**config.mk**
```make
export PLATFORM = sky130hd
export DESIGN_NAME = ram_copier
export DESIGN_NICKNAME = d
export VERILOG_FILES = /design/src/rtl/ram_copier.sv
export SDC_FILE = /design/constraint.sdc
export NUM_CORES = 1
export LEC_CHECK = 0
export BUFFER_PORTS_ARGS = -buffer_cell sky130_fd_sc_hd__buf_2
export CORE_MARGIN = 4
export CORE_UTILIZATION = 45
export DETAILED_ROUTE_END_ITERATION = 8
export GPL_TIMING_DRIVEN = 0
export HOLD_SLACK_MARGIN = 0.1
export PLACE_DENSITY = 0.68
export SYNTH_ARGS = -nofsm -noshare
export SYNTH_HDL_FRONTEND = slang
export SYNTH_SLANG_ARGS = --single-unit
```
**constraint.sdc**
```tcl
create_clock -name clk -period 2.26 [get_ports clk]
set_clock_uncertainty 0.2 [all_clocks]
set_input_delay 0.452 -clock clk [delete_from_list [all_inputs] [get_ports clk]]
set_output_delay 0.452 -clock clk [all_outputs]
set_load 0.05 [all_outputs]
```
**src/rtl/ram_copier.sv**
```systemverilog
// ram_copier: copies len words inside a single-port RAM, from src upward to dst
// upward, one word every two cycles (a read cycle followed by a write cycle).
//
// Parameters
//   BUS_WIDTH      RAM data word width
//   ADDRESS_WIDTH  RAM address width (2^ADDRESS_WIDTH words)
//
// Ports
//   clk    clock; all state changes on its rising edge
//   rst_n  asynchronous active-low reset
//   start  copy request, sampled only while idle
//   src    first source address       (captured on accepted start)
//   dst    first destination address  (captured on accepted start)
//   len    number of words to copy     (captured on accepted start)
//   ad     RAM address
//   st     RAM write strobe
//   X      RAM write data
//   O      RAM read data, combinationally valid for the current ad
//   busy   high whenever the block is not idle
//   done   one-cycle completion pulse
//
// Handshake: start is a request with busy acting as its inverted ready. A copy
// is accepted on any rising edge where start=1 and busy=0; while busy=1, start
// and the src/dst/len inputs are ignored. done pulses for one cycle at the end
// of every accepted request, including a zero-length one.
//
// Every output is decoded from registered state only, so no input reaches an
// output combinationally. The current FSM state is visible on the internal
// signal 'state' for checkers to bind to.
module ram_copier #(
  parameter int BUS_WIDTH     = 8,
  parameter int ADDRESS_WIDTH = 8
) (
  input  logic                     clk,
  input  logic                     rst_n,
  input  logic                     start,
  input  logic [ADDRESS_WIDTH-1:0] src,
  input  logic [ADDRESS_WIDTH-1:0] dst,
  input  logic [ADDRESS_WIDTH-1:0] len,
  output logic [ADDRESS_WIDTH-1:0] ad,
  output logic                     st,
  output logic [BUS_WIDTH-1:0]     X,
  input  logic [BUS_WIDTH-1:0]     O,
  output logic                     busy,
  output logic                     done
);

  typedef enum logic [1:0] {
    IDLE = 2'd0,
    RD   = 2'd1,
    WR   = 2'd2,
    FIN  = 2'd3
  } state_t;

  localparam logic [ADDRESS_WIDTH-1:0] ONE = {{(ADDRESS_WIDTH-1){1'b0}}, 1'b1};

  state_t                   state;
  state_t                   state_nxt;
  logic [ADDRESS_WIDTH-1:0] src_ptr;
  logic [ADDRESS_WIDTH-1:0] dst_ptr;
  logic [ADDRESS_WIDTH-1:0] cnt;
  logic [ADDRESS_WIDTH-1:0] len_q;
  logic [BUS_WIDTH-1:0]     data_q;
  logic [ADDRESS_WIDTH-1:0] cnt_inc;
  logic                     last_word;

  assign cnt_inc   = cnt + ONE;
  // Decided in WR from the post-increment count, so the final write goes
  // straight to FIN instead of an extra read.
  assign last_word = (cnt_inc == len_q);

  // State register
  always_ff @(posedge clk or negedge rst_n) begin
    if (!rst_n) begin
      state <= IDLE;
    end else begin
      state <= state_nxt;
    end
  end

  // Next-state logic
  always_comb begin
    state_nxt = state;
    case (state)
      IDLE: begin
        if (start) begin
          state_nxt = (len == '0) ? FIN : RD;
        end
      end
      RD:      state_nxt = WR;
      WR:      state_nxt = last_word ? FIN : RD;
      FIN:     state_nxt = IDLE;
      default: state_nxt = IDLE;
    endcase
  end

  // Datapath: pointers, counter, captured length and the read-data holding register
  always_ff @(posedge clk or negedge rst_n) begin
    if (!rst_n) begin
      src_ptr <= '0;
      dst_ptr <= '0;
      cnt     <= '0;
      len_q   <= '0;
      data_q  <= '0;
    end else begin
      case (state)
        IDLE: begin
          if (start && (len != '0)) begin
            src_ptr <= src;
            dst_ptr <= dst;
            len_q   <= len;
            cnt     <= '0;
          end
        end
        RD: begin
          data_q <= O;
        end
        WR: begin
          // Pointers wrap naturally modulo 2^ADDRESS_WIDTH.
          src_ptr <= src_ptr + ONE;
          dst_ptr <= dst_ptr + ONE;
          cnt     <= cnt_inc;
        end
        default: begin
        end
      endcase
    end
  end

  // Output decode (registers only)
  always_comb begin
    ad = '0;
    case (state)
      RD:      ad = src_ptr;
      WR:      ad = dst_ptr;
      default: ad = '0;
    endcase
  end

  assign st   = (state == WR);
  assign X    = data_q;
  assign busy = (state != IDLE);
  assign done = (state == FIN);

endmodule

```
==> results.toml <==
[synth]
synth.distinct_cells = 51
netlist.area_leader.share_pct = 40.5
synth-simple-area-share_pct = 20.6
yosysMostFrequentCell = "dfrtp_1"
synth_fa_ha_area_share_pct = 3.38
synth-main-ff-cell = "dfrtp_1"
synth_top_family_by_area = "simple AND/OR/NAND/NOR gates"
syn_area_per_cell_um2 = 9.46
syn_area_mm2 = 0.00259
muxShareOfSynthArea_pct = 5.41
synth_compound_area_share_pct = 19.1
async_flop_share_pct = 100
ys_warn_count = 0
synth_area_leaders = "dfrtp_1 41%, nand2_1 5.9%, nand3_1 4.4%, mux2_2 3.5%, ha_1 3.4%"
ys_seq_elements = 42
synth_edf_count = 0
synth_nets = 316
synth_seq_area_share_pct = 40.5
synthXorXnorAreaFrac_pct = 4.73
synth_top_cell_by_area = "dfrtp_1"
synthTopCellsByCount = "42 x dfrtp_1, 41 x nand2_1, 23 x nand3_1"
netlist_instances = 274

[power_and_ir_drop]
p_total_mw = 5.58
powerDensity_mw_per_mm2 = 1620
vdd_drop_max_uv = 1070
p_leak_nw = 1.60

[critical_path]
cp_max_fo = 6
crit_path_start_kind = "register"
required_ns = 1.61
crit_type = "reg -> out"
worstSetupEndpointType = "primary output"
critPathArrivalTime_ns = 1.60

[clock_network]
clkLatencyLatePin_ns = 0.30
root_buffer = "clkbuf_8"
clock_path_buffers = 2
cts_tree = "done"
cts_buffers = 5
clk_pin_slew_ns = 0.09
cts.sinks = 42
htreeDepth = 2
hold_buffers = 0

[floorplan]
fp.coreArea_mm2 = 0.00554
die_area_mm2 = 0.00704
die_y_um = 83.9
ioPinCount = 54
die_w_um = 83.9
start_util_pct = 46.8
rows = 27

[timing]
hold_ws_ns = 0.0919
hold_viol = 0
setup_viol = 0
fmaxAchievable_ghz = 0.445
worstMarginPinSlew_ns = 0.994
slew_violations = 0
period_share_pct = 99.5
rsz0062_at_grt = "true"
fin_crit_ns = 2.25
timing.slew.headroom_pct = 33.8
fin_tns_setup_ns = 0

[route]
wl_um = 6970
wire_per_inst_um = 16.5
ant_nets = 0
drc = 0
dr.pass1.iters = 4
drtIter0Drc = 155
avgViaCountPerCell = 5.65
num_vias = 2384

[global_route]
antenna_found_initial = 0
track_usage_pct = 20.0
grt_overflow = 0
grt_max_degree = 43
grt_pass1_wl_um = 11300
grt_pass1_vias = 2274

[final_layout]
area_growth_pct = 32.5
layout-drive-gt1-share_pct = 38.6
fin_nets = 391
design_area_mm2 = 0.00344
num_antenna_cells = 0

[place]
placedInstanceArea_mm2 = 0.00303
port_buffers = 53
gp_congestion = 0.785
post-dp-hpwl_um = 4870

[job]
maxCapViolations = 0

[hold_path]
hold_class = "in -> async"

[outcome]
status = "finished, final reports clean"
==> layout make-up <==
type	count	area, um2
Sequential cell	42	1050
Clock inverter	3	40.0
Tap cell	72	90.1
Timing Repair Buffer	70	464
Clock buffer	5	68.8
Inverter	13	55.1
Buffer	17	143
Fill cell	499	2100
Multi-Input combinational cell	200	1520
==> routing by layer <==
layer	GRT usage [%]	vias up	routed length (um)	share of wire, %
met1	27.2	1141	3120	45
met4	5.26	0	68	0.98
met2	32.0	87	3250	47
met3	4.54	6	531	7.6
met5	0	-	0	0
li1	-	1150	-	-
==> logic make-up after synthesis <==
kind of cell / count (synthesis)
AND/OR/NAND/NOR: 102
AO/OA/AOI/OAI: 64
flip-flops: 42
buffers and inverters: 32
XOR/XNOR: 14
multiplexers: 13
adder cells (fa/ha/maj): 7
==> sequential cells by signal, summed over array words and instances (netlist names) <==
register / count
X: 8
cnt: 8
dst_ptr: 8
len_q: 8
src_ptr: 8
state: 2
==> timing repair <==
| item | in CTS | in global routing |
|---|---|---|
| endpoints found under the hold margin | 0 | 0 |
| gates cloned | 0 | 0 |
| resized for setup | 35 | 17 |
| setup buffers | 6 | 11 |
| endpoints found under the setup margin | 9 | 25 |
| pin swaps | 5 | 7 |
==> cells in the final DEF, fill, tap and decap left out, drive strengths merged, types with 4 or more instances in the layout <==
cell    count
a211o       5
a22oi       9
and3        5
buf        85
clkbuf      7
dfrtp      42
ha          7
inv        12
mux2        8
mux2i       5
nand2      41
nand3      24
nand3b      4
nor2        4
nor2b       9
nor3        5
o211ai      6
o21ai       9
o22a        4
xnor2       8
xor2        6
==> stage by stage <==
stage                     cells  util (%)  worst slack, ns
after floorplan             274         -           0.0351
final                       422      62.0           0.0103
after global placement      399      54.7           -0.160
after global routing        422      62.0          -0.0736
after CTS                   411      59.6          -0.0119
after detailed placement    399      54.7           -0.203
==> worst max-delay path, stage by stage (launching register included) <==
cell	delay [ns]
dfrtp_1	0.42
buf_6	0.13
ha_4	0.18
buf_4	0.14
a22oi_2	0.22
nor2b_4	0.06
buf_6	0.15
==> power breakdown <==
part           internal, mW  switching, mW
Sequential             1.11          0.387
Combinational          1.53           1.95
Clock                 0.326          0.273
==> path summary, 6_finish.rpt <==
check / start / end / slack (ns) / cells past startpoint
max: state[0] / ad[3] / 0.01 / 6
min: rst_n / src_ptr[7] / 0.09 / 1
max reg2reg: state[0] / src_ptr[4] / 0.09 / 9
min reg2reg: dst_ptr[7] / dst_ptr[7] / 0.30 / 1
max in group asynchronous: rst_n / state[1] / 1.06 / 1
min in group clk: O[6] / X[6] / 0.18 / 2
Note: power is estimated with default switching activity, not from simulation.
